## src/rtl/img_pkg.sv

```systemverilog
// Shared types and constants for the image stream stages.
// Decimation encoding, default frame size, marker bundle.
package img_pkg;

  localparam int DEF_COLS = 1024;
  localparam int DEF_ROWS = 768;

  localparam logic [1:0] DEC_1 = 2'd0;
  localparam logic [1:0] DEC_2 = 2'd1;
  localparam logic [1:0] DEC_4 = 2'd2;

  typedef struct packed {
    logic sof;
    logic eol;
    logic eof;
  } marker_t;

  function automatic logic [1:0] dec_mask(
    input logic [1:0] dec
  );
    logic [1:0] m;
    m = 2'b00;
    unique case (1'b1)
      (dec == DEC_1): m = 2'b00;
      (dec == DEC_2): m = 2'b01;
      (dec == DEC_4): m = 2'b11;
      default:        m = 2'b00;
    endcase
    return m;
  endfunction

  function automatic logic dec_ok(
    input logic [1:0] dec
  );
    return dec != 2'd3;
  endfunction

endpackage

```

## src/rtl/image_crop_if.sv

```systemverilog
// Pixel stream in/out bundle for image_crop.
// slave: the crop stage; master: its environment.
interface image_crop_if #(
  parameter int DATA_W = 16
);

  logic                     pi_data_valid;
  logic                     pi_sof;
  logic signed [DATA_W-1:0] pi_data;

  logic                     po_data_valid;
  logic signed [DATA_W-1:0] po_data;
  logic                     po_sof;
  logic                     po_eol;
  logic                     po_eof;
  logic                     po_cfg_err;
  logic                     po_trunc;

  modport slave (
    input  pi_data_valid,
    input  pi_sof,
    input  pi_data,
    output po_data_valid,
    output po_data,
    output po_sof,
    output po_eol,
    output po_eof,
    output po_cfg_err,
    output po_trunc
  );

  modport master (
    output pi_data_valid,
    output pi_sof,
    output pi_data,
    input  po_data_valid,
    input  po_data,
    input  po_sof,
    input  po_eol,
    input  po_eof,
    input  po_cfg_err,
    input  po_trunc
  );

endinterface

```

## src/rtl/img_pos_cnt.sv

```systemverilog
// Raster position tracker: col/row of the current beat,
// frame-start and mid-frame sof (truncation) flags.
module img_pos_cnt #(
  parameter int COLS  = 1024,
  parameter int ROWS  = 768,
  parameter int COL_W = $clog2(COLS),
  parameter int ROW_W = $clog2(ROWS)
) (
  input  logic             sys_clk,
  input  logic             sys_rst_n,
  input  logic             beat,
  input  logic             sof,
  output logic [COL_W-1:0] col,
  output logic [ROW_W-1:0] row,
  output logic             frame_start,
  output logic             trunc
);

  localparam logic [COL_W-1:0] COL_LAST = COL_W'(COLS - 1);
  localparam logic [ROW_W-1:0] ROW_LAST = ROW_W'(ROWS - 1);

  // Position the next beat will occupy unless it carries sof.
  logic [COL_W-1:0] nxt_col;
  logic [ROW_W-1:0] nxt_row;
  logic             at_origin;

  assign at_origin   = (nxt_col == '0) && (nxt_row == '0);
  assign col         = sof ? '0 : nxt_col;
  assign row         = sof ? '0 : nxt_row;
  assign frame_start = beat && (col == '0) && (row == '0);
  assign trunc       = beat && sof && !at_origin;

  always_ff @(posedge sys_clk or negedge sys_rst_n) begin
    if (!sys_rst_n) begin
      nxt_col <= '0;
      nxt_row <= '0;
    end else if (beat) begin
      if (col == COL_LAST) begin
        nxt_col <= '0;
        nxt_row <= (row == ROW_LAST) ? '0
                 : row + ROW_W'(1);
      end else begin
        nxt_col <= col + COL_W'(1);
        nxt_row <= row;
      end
    end
  end

endmodule

```

## src/rtl/image_crop.sv

```systemverilog
// Runtime window crop with 1/2/4 decimation on a pixel stream.
// Config is shadowed at each frame start; 1-cycle latency.
module image_crop
  import img_pkg::*;
#(
  parameter int DATA_W     = 16,
  parameter int FRAME_COLS = DEF_COLS,
  parameter int FRAME_ROWS = DEF_ROWS,
  parameter int COL_W      = $clog2(FRAME_COLS),
  parameter int ROW_W      = $clog2(FRAME_ROWS)
) (
  input  logic           sys_clk,
  input  logic           sys_rst_n,
  input  logic [COL_W-1:0] cfg_x0,
  input  logic [ROW_W-1:0] cfg_y0,
  input  logic [COL_W:0]   cfg_w,
  input  logic [ROW_W:0]   cfg_h,
  input  logic [1:0]       cfg_dec,
  image_crop_if.slave      bus
);

  localparam logic [COL_W:0] COLS_L = (COL_W+1)'(FRAME_COLS);
  localparam logic [ROW_W:0] ROWS_L = (ROW_W+1)'(FRAME_ROWS);
  localparam logic [COL_W:0] W_ONE  = (COL_W+1)'(1);
  localparam logic [ROW_W:0] H_ONE  = (ROW_W+1)'(1);

  logic [COL_W-1:0] col;
  logic [ROW_W-1:0] row;
  logic             frame_start;
  logic             trunc;

  img_pos_cnt #(
    .COLS  (FRAME_COLS),
    .ROWS  (FRAME_ROWS),
    .COL_W (COL_W),
    .ROW_W (ROW_W)
  ) u_pos (
    .sys_clk     (sys_clk),
    .sys_rst_n   (sys_rst_n),
    .beat        (bus.pi_data_valid),
    .sof         (bus.pi_sof),
    .col         (col),
    .row         (row),
    .frame_start (frame_start),
    .trunc       (trunc)
  );

  // Live config evaluation, used only on the frame-start beat.
  logic [1:0]       live_mask;
  logic [COL_W:0]   x_end;
  logic [ROW_W:0]   y_end;
  logic [COL_W:0]   w_span;
  logic [ROW_W:0]   h_span;
  logic [COL_W-1:0] live_xl;
  logic [ROW_W-1:0] live_yl;
  logic             live_ok;

  assign live_mask = dec_mask(cfg_dec);
  assign x_end     = {1'b0, cfg_x0} + cfg_w;
  assign y_end     = {1'b0, cfg_y0} + cfg_h;
  assign w_span    = (cfg_w - W_ONE)
                   & ~((COL_W+1)'(live_mask));
  assign h_span    = (cfg_h - H_ONE)
                   & ~((ROW_W+1)'(live_mask));
  assign live_xl   = COL_W'({1'b0, cfg_x0} + w_span);
  assign live_yl   = ROW_W'({1'b0, cfg_y0} + h_span);
  assign live_ok   = (cfg_w != '0) && (cfg_h != '0)
                  && (x_end <= COLS_L)
                  && (y_end <= ROWS_L)
                  && dec_ok(cfg_dec);

  logic [COL_W-1:0] sh_x0;
  logic [ROW_W-1:0] sh_y0;
  logic [COL_W-1:0] sh_xl;
  logic [ROW_W-1:0] sh_yl;
  logic [1:0]       sh_mask;
  logic             sh_ok;

  logic [COL_W-1:0] cur_x0;
  logic [ROW_W-1:0] cur_y0;
  logic [COL_W-1:0] cur_xl;
  logic [ROW_W-1:0] cur_yl;
  logic [1:0]       cur_mask;
  logic             cur_ok;

  assign cur_x0   = frame_start ? cfg_x0    : sh_x0;
  assign cur_y0   = frame_start ? cfg_y0    : sh_y0;
  assign cur_xl   = frame_start ? live_xl   : sh_xl;
  assign cur_yl   = frame_start ? live_yl   : sh_yl;
  assign cur_mask = frame_start ? live_mask : sh_mask;
  assign cur_ok   = frame_start ? live_ok   : sh_ok;

  // Inside the window and on the decimation grid.
  logic [COL_W-1:0] dx;
  logic [ROW_W-1:0] dy;
  logic             in_x;
  logic             in_y;
  logic             keep;
  marker_t          mk;

  assign dx   = col - cur_x0;
  assign dy   = row - cur_y0;
  assign in_x = (col >= cur_x0) && (col <= cur_xl)
             && ((dx & COL_W'(cur_mask)) == '0);
  assign in_y = (row >= cur_y0) && (row <= cur_yl)
             && ((dy & ROW_W'(cur_mask)) == '0);
  assign keep = bus.pi_data_valid && cur_ok
             && in_x && in_y;

  always_comb begin
    mk     = '0;
    mk.sof = (col == cur_x0) && (row == cur_y0);
    mk.eol = (col == cur_xl);
    mk.eof = (col == cur_xl) && (row == cur_yl);
  end

  always_ff @(posedge sys_clk or negedge sys_rst_n) begin
    if (!sys_rst_n) begin
      sh_x0   <= '0;
      sh_y0   <= '0;
      sh_xl   <= '0;
      sh_yl   <= '0;
      sh_mask <= '0;
      sh_ok   <= 1'b0;
    end else if (frame_start) begin
      sh_x0   <= cfg_x0;
      sh_y0   <= cfg_y0;
      sh_xl   <= live_xl;
      sh_yl   <= live_yl;
      sh_mask <= live_mask;
      sh_ok   <= live_ok;
    end
  end

  marker_t mk_q;

  always_ff @(posedge sys_clk or negedge sys_rst_n) begin
    if (!sys_rst_n) begin
      bus.po_data_valid <= 1'b0;
      bus.po_data       <= '0;
      mk_q              <= '0;
      bus.po_trunc      <= 1'b0;
      bus.po_cfg_err    <= 1'b1;
    end else begin
      bus.po_data_valid <= keep;
      mk_q              <= keep ? mk : '0;
      bus.po_trunc      <= trunc;
      if (keep) begin
        bus.po_data <= bus.pi_data;
      end
      if (frame_start) begin
        bus.po_cfg_err <= !live_ok;
      end
    end
  end

  assign bus.po_sof = mk_q.sof;
  assign bus.po_eol = mk_q.eol;
  assign bus.po_eof = mk_q.eof;

endmodule

```

## src/flat_wrapper.sv

```systemverilog
// flat-port wrapper written by rule: the top's interface ports become plain ports
module image_crop_flat import img_pkg::*;
#(
  parameter int DATA_W     = 16,
  parameter int FRAME_COLS = DEF_COLS,
  parameter int FRAME_ROWS = DEF_ROWS,
  parameter int COL_W      = $clog2(FRAME_COLS),
  parameter int ROW_W      = $clog2(FRAME_ROWS)
)
  (sys_clk, sys_rst_n, cfg_x0, cfg_y0, cfg_w, cfg_h, cfg_dec, bus_pi_data_valid, bus_pi_sof, bus_pi_data, bus_po_data_valid, bus_po_data, bus_po_sof, bus_po_eol, bus_po_eof, bus_po_cfg_err, bus_po_trunc);
  image_crop_if #(.DATA_W(DATA_W)) bus_i ();
  input  logic sys_clk;
  input  logic sys_rst_n;
  input  logic [COL_W-1:0] cfg_x0;
  input  logic [ROW_W-1:0] cfg_y0;
  input  logic [COL_W:0] cfg_w;
  input  logic [ROW_W:0] cfg_h;
  input  logic [1:0] cfg_dec;
  input wire logic [$bits(bus_i.pi_data_valid)-1:0] bus_pi_data_valid;
  input wire logic [$bits(bus_i.pi_sof)-1:0] bus_pi_sof;
  input wire logic [$bits(bus_i.pi_data)-1:0] bus_pi_data;
  output wire logic [$bits(bus_i.po_data_valid)-1:0] bus_po_data_valid;
  output wire logic [$bits(bus_i.po_data)-1:0] bus_po_data;
  output wire logic [$bits(bus_i.po_sof)-1:0] bus_po_sof;
  output wire logic [$bits(bus_i.po_eol)-1:0] bus_po_eol;
  output wire logic [$bits(bus_i.po_eof)-1:0] bus_po_eof;
  output wire logic [$bits(bus_i.po_cfg_err)-1:0] bus_po_cfg_err;
  output wire logic [$bits(bus_i.po_trunc)-1:0] bus_po_trunc;
  assign bus_i.pi_data_valid = bus_pi_data_valid;
  assign bus_i.pi_sof = bus_pi_sof;
  assign bus_i.pi_data = bus_pi_data;
  assign bus_po_data_valid = bus_i.po_data_valid;
  assign bus_po_data = bus_i.po_data;
  assign bus_po_sof = bus_i.po_sof;
  assign bus_po_eol = bus_i.po_eol;
  assign bus_po_eof = bus_i.po_eof;
  assign bus_po_cfg_err = bus_i.po_cfg_err;
  assign bus_po_trunc = bus_i.po_trunc;
  image_crop #(.DATA_W(DATA_W), .FRAME_COLS(FRAME_COLS), .FRAME_ROWS(FRAME_ROWS), .COL_W(COL_W), .ROW_W(ROW_W)) u_core (.sys_clk(sys_clk), .sys_rst_n(sys_rst_n), .cfg_x0(cfg_x0), .cfg_y0(cfg_y0), .cfg_w(cfg_w), .cfg_h(cfg_h), .cfg_dec(cfg_dec), .bus(bus_i));
endmodule
```

## config.mk

```make
export PLATFORM = sky130hd
export DESIGN_NAME = image_crop_flat
export DESIGN_NICKNAME = d
export VERILOG_FILES = /design/src/rtl/img_pkg.sv /design/src/rtl/image_crop_if.sv /design/src/rtl/img_pos_cnt.sv /design/src/rtl/image_crop.sv /design/src/flat_wrapper.sv
export SDC_FILE = /design/constraint.sdc
export NUM_CORES = 1
export LEC_CHECK = 0
export ABC_AREA = 0
export CELL_PAD_IN_SITES_DETAIL_PLACEMENT = 0
export CELL_PAD_IN_SITES_GLOBAL_PLACEMENT = 1
export CORE_UTILIZATION = 40
export DETAILED_ROUTE_END_ITERATION = 8
export PLACE_DENSITY = 0.83
export SLEW_MARGIN = 20
export SYNTH_ARGS = -nofsm -noshare
export SYNTH_HDL_FRONTEND = slang
export SYNTH_HIERARCHICAL = 1
export SYNTH_SLANG_ARGS = --single-unit
```

## constraint.sdc

```tcl
create_clock -name sys_clk -period 4.25 [get_ports sys_clk]
set_clock_uncertainty 0.05 [all_clocks]
set_input_delay 0.85 -clock sys_clk [delete_from_list [all_inputs] [get_ports sys_clk]]
set_output_delay 0.85 -clock sys_clk [all_outputs]
set_load 0.005 [all_outputs]
```

==> impl_metrics.tcl <==
set metrics [dict create \
    buffer_depth_of_the_longest_clock_path 2 \
    layout.nets 1142 \
    setup_viol_count_final 20 \
    dp.final_hpwl_microns 14200 \
    detailed_routing_iterations_pass_1 4 \
    critical_path_arrival_ns 4.92 \
    final_cell_area_sq_um 9740 \
    final-hold-violation-count 0 \
    f_max_ghz 0.211 \
    combinational_family_with_the_most_area_after_synthesis "simple AND/OR/NAND/NOR gates" \
    vias 6252 \
    ir_worst_vdd_uv 182 \
    setup_ws_ns -0.491 \
    crit_required_ns 4.43 \
    leak_pwr_nw 4.63 \
    crit_fanout 5 \
    crit_end_element "flip-flop" \
    synth.area.mux_share_pct 9.37 \
    grt_start_max_net_pins 63 \
    htreeDepth 3 \
    syn-mean-instance-area_sq_um 9.22 \
    worst_setup_sp_type "input port" \
    post_synth_xor_area_fraction_pct 4.16 \
    grt_remaining_overflow 0 \
    floorplan.die_area_sq_um 17900 \
    die_width_microns 134 \
    cp_slowest_stage_delay_ns 0.33 \
    drv.max_cap_violation_count 0 \
    netlist_instances 754 \
    dominantRegCellSynth "dfrtp_1" \
    clock_net_sink_count 85 \
    dieHeight_microns 134 \
    cts_made_buffers 9 \
    totalWireLength_microns 18400 \
    count_of_routing_violations_after_the_opening_detailed_route_iteration 289 \
    most_frequent_standard_cell_in_the_layout_excluding_fill_and_tap_cells "buf_4" \
    synthDistinctLibCells 73 \
    drc_errors 0 \
    timing.hold.worst.class "flip-flop to flip-flop" \
    final.min_clock_period_ns 4.74 \
    grtUsageTotal_pct 21.4 \
    finalWeightedCongestion 0.863 \
    std_cell_rows 47 \
    final_cells 1211 \
    crit_path_top_delay_cell "or3_4" \
    timing_max_transition_violations_final 0 \
    worstSetupPathType "input port to flip-flop" \
    rsz_0062_raised_after_global_routing "yes" \
    routedWlPerCell_microns 15.2 \
    yosysWarningCount 6 \
    remaining_antenna_violation_count 0 \
    grt_antenna_before_repair 0 \
    finalCoreUtilization_pct 58.1 \
    tritoncts "yes" \
    io_pins 86 \
    cell_area_after_technology_mapping_sq_um 6960 \
    post_synth_and_or_nand_nor_area_fraction_pct 18.0 \
    start_util_pct 41.5 \
    first_global_vias 6277 \
    vias_per_instance 5.16 \
    min_from "u_core/sh_yl[6]" \
    grt_pass1_wl_microns 30400 \
    dp_cells 1177 \
    core_sq_um 16800 \
    synth.ff_latch_count 85 \
    mappedNetlistNets 910 \
    final_period_util_pct 112 \
    synth_area_in_compound_gates_pct 15.8 \
    fill_cells 1495 \
    final.hold.worst_slack_ns 0.432 \
    timing.max_slew.rel_slack_pct 45.7 \
    share_of_final_layout_standard_cells_stronger_than_drive_strength_1_pct 25.9 \
    ys_seq_area_share_pct 30.6 \
    clk_transition_reported_paths_ns 0.06 \
    crit_start "cfg_h[0]" \
    dpl_cell_area_sq_um 9080 \
    yosys.area_share.adder_pct 17.2 \
    run_status "complete, but fails checks" \
    tightest_slew_ns 0.813 \
    layout_common_cells "buf_4, dfrtp_1, ha_1, clkdlybuf4s50_1, inv_1" \
    asyncSetResetFlopFracSynth_pct 100 \
    violations "setup timing" \
    synth-edff-count 0 \
    area_delta_synth_final_pct 40.0 \
    clk_latency_ns 0.34 \
    crit_buf_inv 5 \
    r2r-start "u_core/u_pos/nxt_col[6]" \
    cts_root_buf "clkbuf_16" \
    power_density_nw_per_um2 281 \
    port-buffer-count 85 \
    critical-path-top-delay-family "compound AO/OA/AOI/OAI gates" \
    antennaDiodeCount 0 \
]
==> metal layers <==
metal / wire [microns] / up-vias / track usage [%]
met5: 0 / - / 0
met4: 234 / 0 / 6.44
met1: 8910 / 2948 / 29.1
li1: - / 3194 / -
met3: 703 / 12 / 3.10
met2: 8590 / 98 / 35.0
==> metrics by stage <==
step,TNS [ns],setup slack [ns],total power [mW]
CTS,-10.03,-0.590,2.74
finish,-8.96,-0.491,2.74
detailed placement,-28.14,-1.44,1.95
global placement,-26.02,-1.33,1.93
floorplan,-8.14,-0.461,1.53
global route,-13.08,-0.705,2.93
==> path summary, 6_finish.rpt <==
kind | to | slack [ns] | cells past startpoint
worst max-delay path | u_core/bus.po_data[2] | -0.49 | 25
worst min-delay path | u_core/sh_yl[6] | 0.43 | 2
worst max register to register | u_core/bus.po_data[2] | -0.12 | 17
worst min register to register | u_core/sh_yl[6] | 0.43 | 2
max in group asynchronous | u_core/sh_yl[4] | 2.78 | 2
min in group asynchronous | u_core/bus.po_data[1] | 0.54 | 1
==> what timing repair did <==
action | 4_1_cts | 5_1_grt
buffers inserted | 14 | 3
hold buffers | 0 | 0
resized for setup | 67 | 21
gates cloned | 3 | 0
pin swaps | 48 | 26
setup endpoints to repair | 20 | 20
==> cell families (layout without fill, tap and decap cells) <==
group                      after synthesis  in the layout
muxes                                   56             56
adders and majority gates               92             92
DFF                                     85             85
AOI/OAI and AO/OA                      167            167
xor gates and xnor gates                33             33
and+or+nand+nor                        237            237
buffers and inverters                   84            321
==> state kept, by name, indices dropped and copies added (netlist names), 2 cells and up <==
signal,cells
u_core/bus.po_data,16
u_core/sh_mask,2
u_core/sh_x0,10
u_core/sh_xl,10
u_core/sh_y0,10
u_core/sh_yl,10
u_core/u_pos/nxt_col,10
u_core/u_pos/nxt_row,10
==> synth_stat cells, drive strengths merged, types with 13 or more instances <==
library cell / number / share of area (%)
nor2b: 34 / 3.1
nor2: 57 / 3.1
mux2: 25 / 4.9
nand2: 42 / 2.3
mux2i: 31 / 4.5
a21oi: 42 / 3.1
nand3: 21 / 1.5
o21ai: 46 / 3.3
dfrtp: 84 / 30
inv: 66 / 3.6
ha: 86 / 15
xnor2: 21 / 2.6
nand4: 13 / 1.2
nor3: 20 / 1.5
==> cell type report <==
cell class	count	area, sq um	area share (%)
clock buffers	10	239	2.45
clock inverters	6	46.3	0.475
inverters	67	269	2.76
multi-input cells	585	4680	48.1
flip-flops and latches	85	2130	21.9
well taps	220	275	2.83
repair buffers	238	2100	21.5
==> report_power, final <==
group / leakage, nW / switching (mW) / internal [mW]
combinational: 3.40 / 0.512 / 0.523
sequential: 1.09 / 0.0312 / 0.922
clock: 0.141 / 0.336 / 0.417
==> tightest hold or removal path: stages, from the launching register on <==
cell and delay [ns]:
dfrtp_1 0.32, mux2i_1 0.08, inv_1 0.05
(Power assumes the default switching activity.)
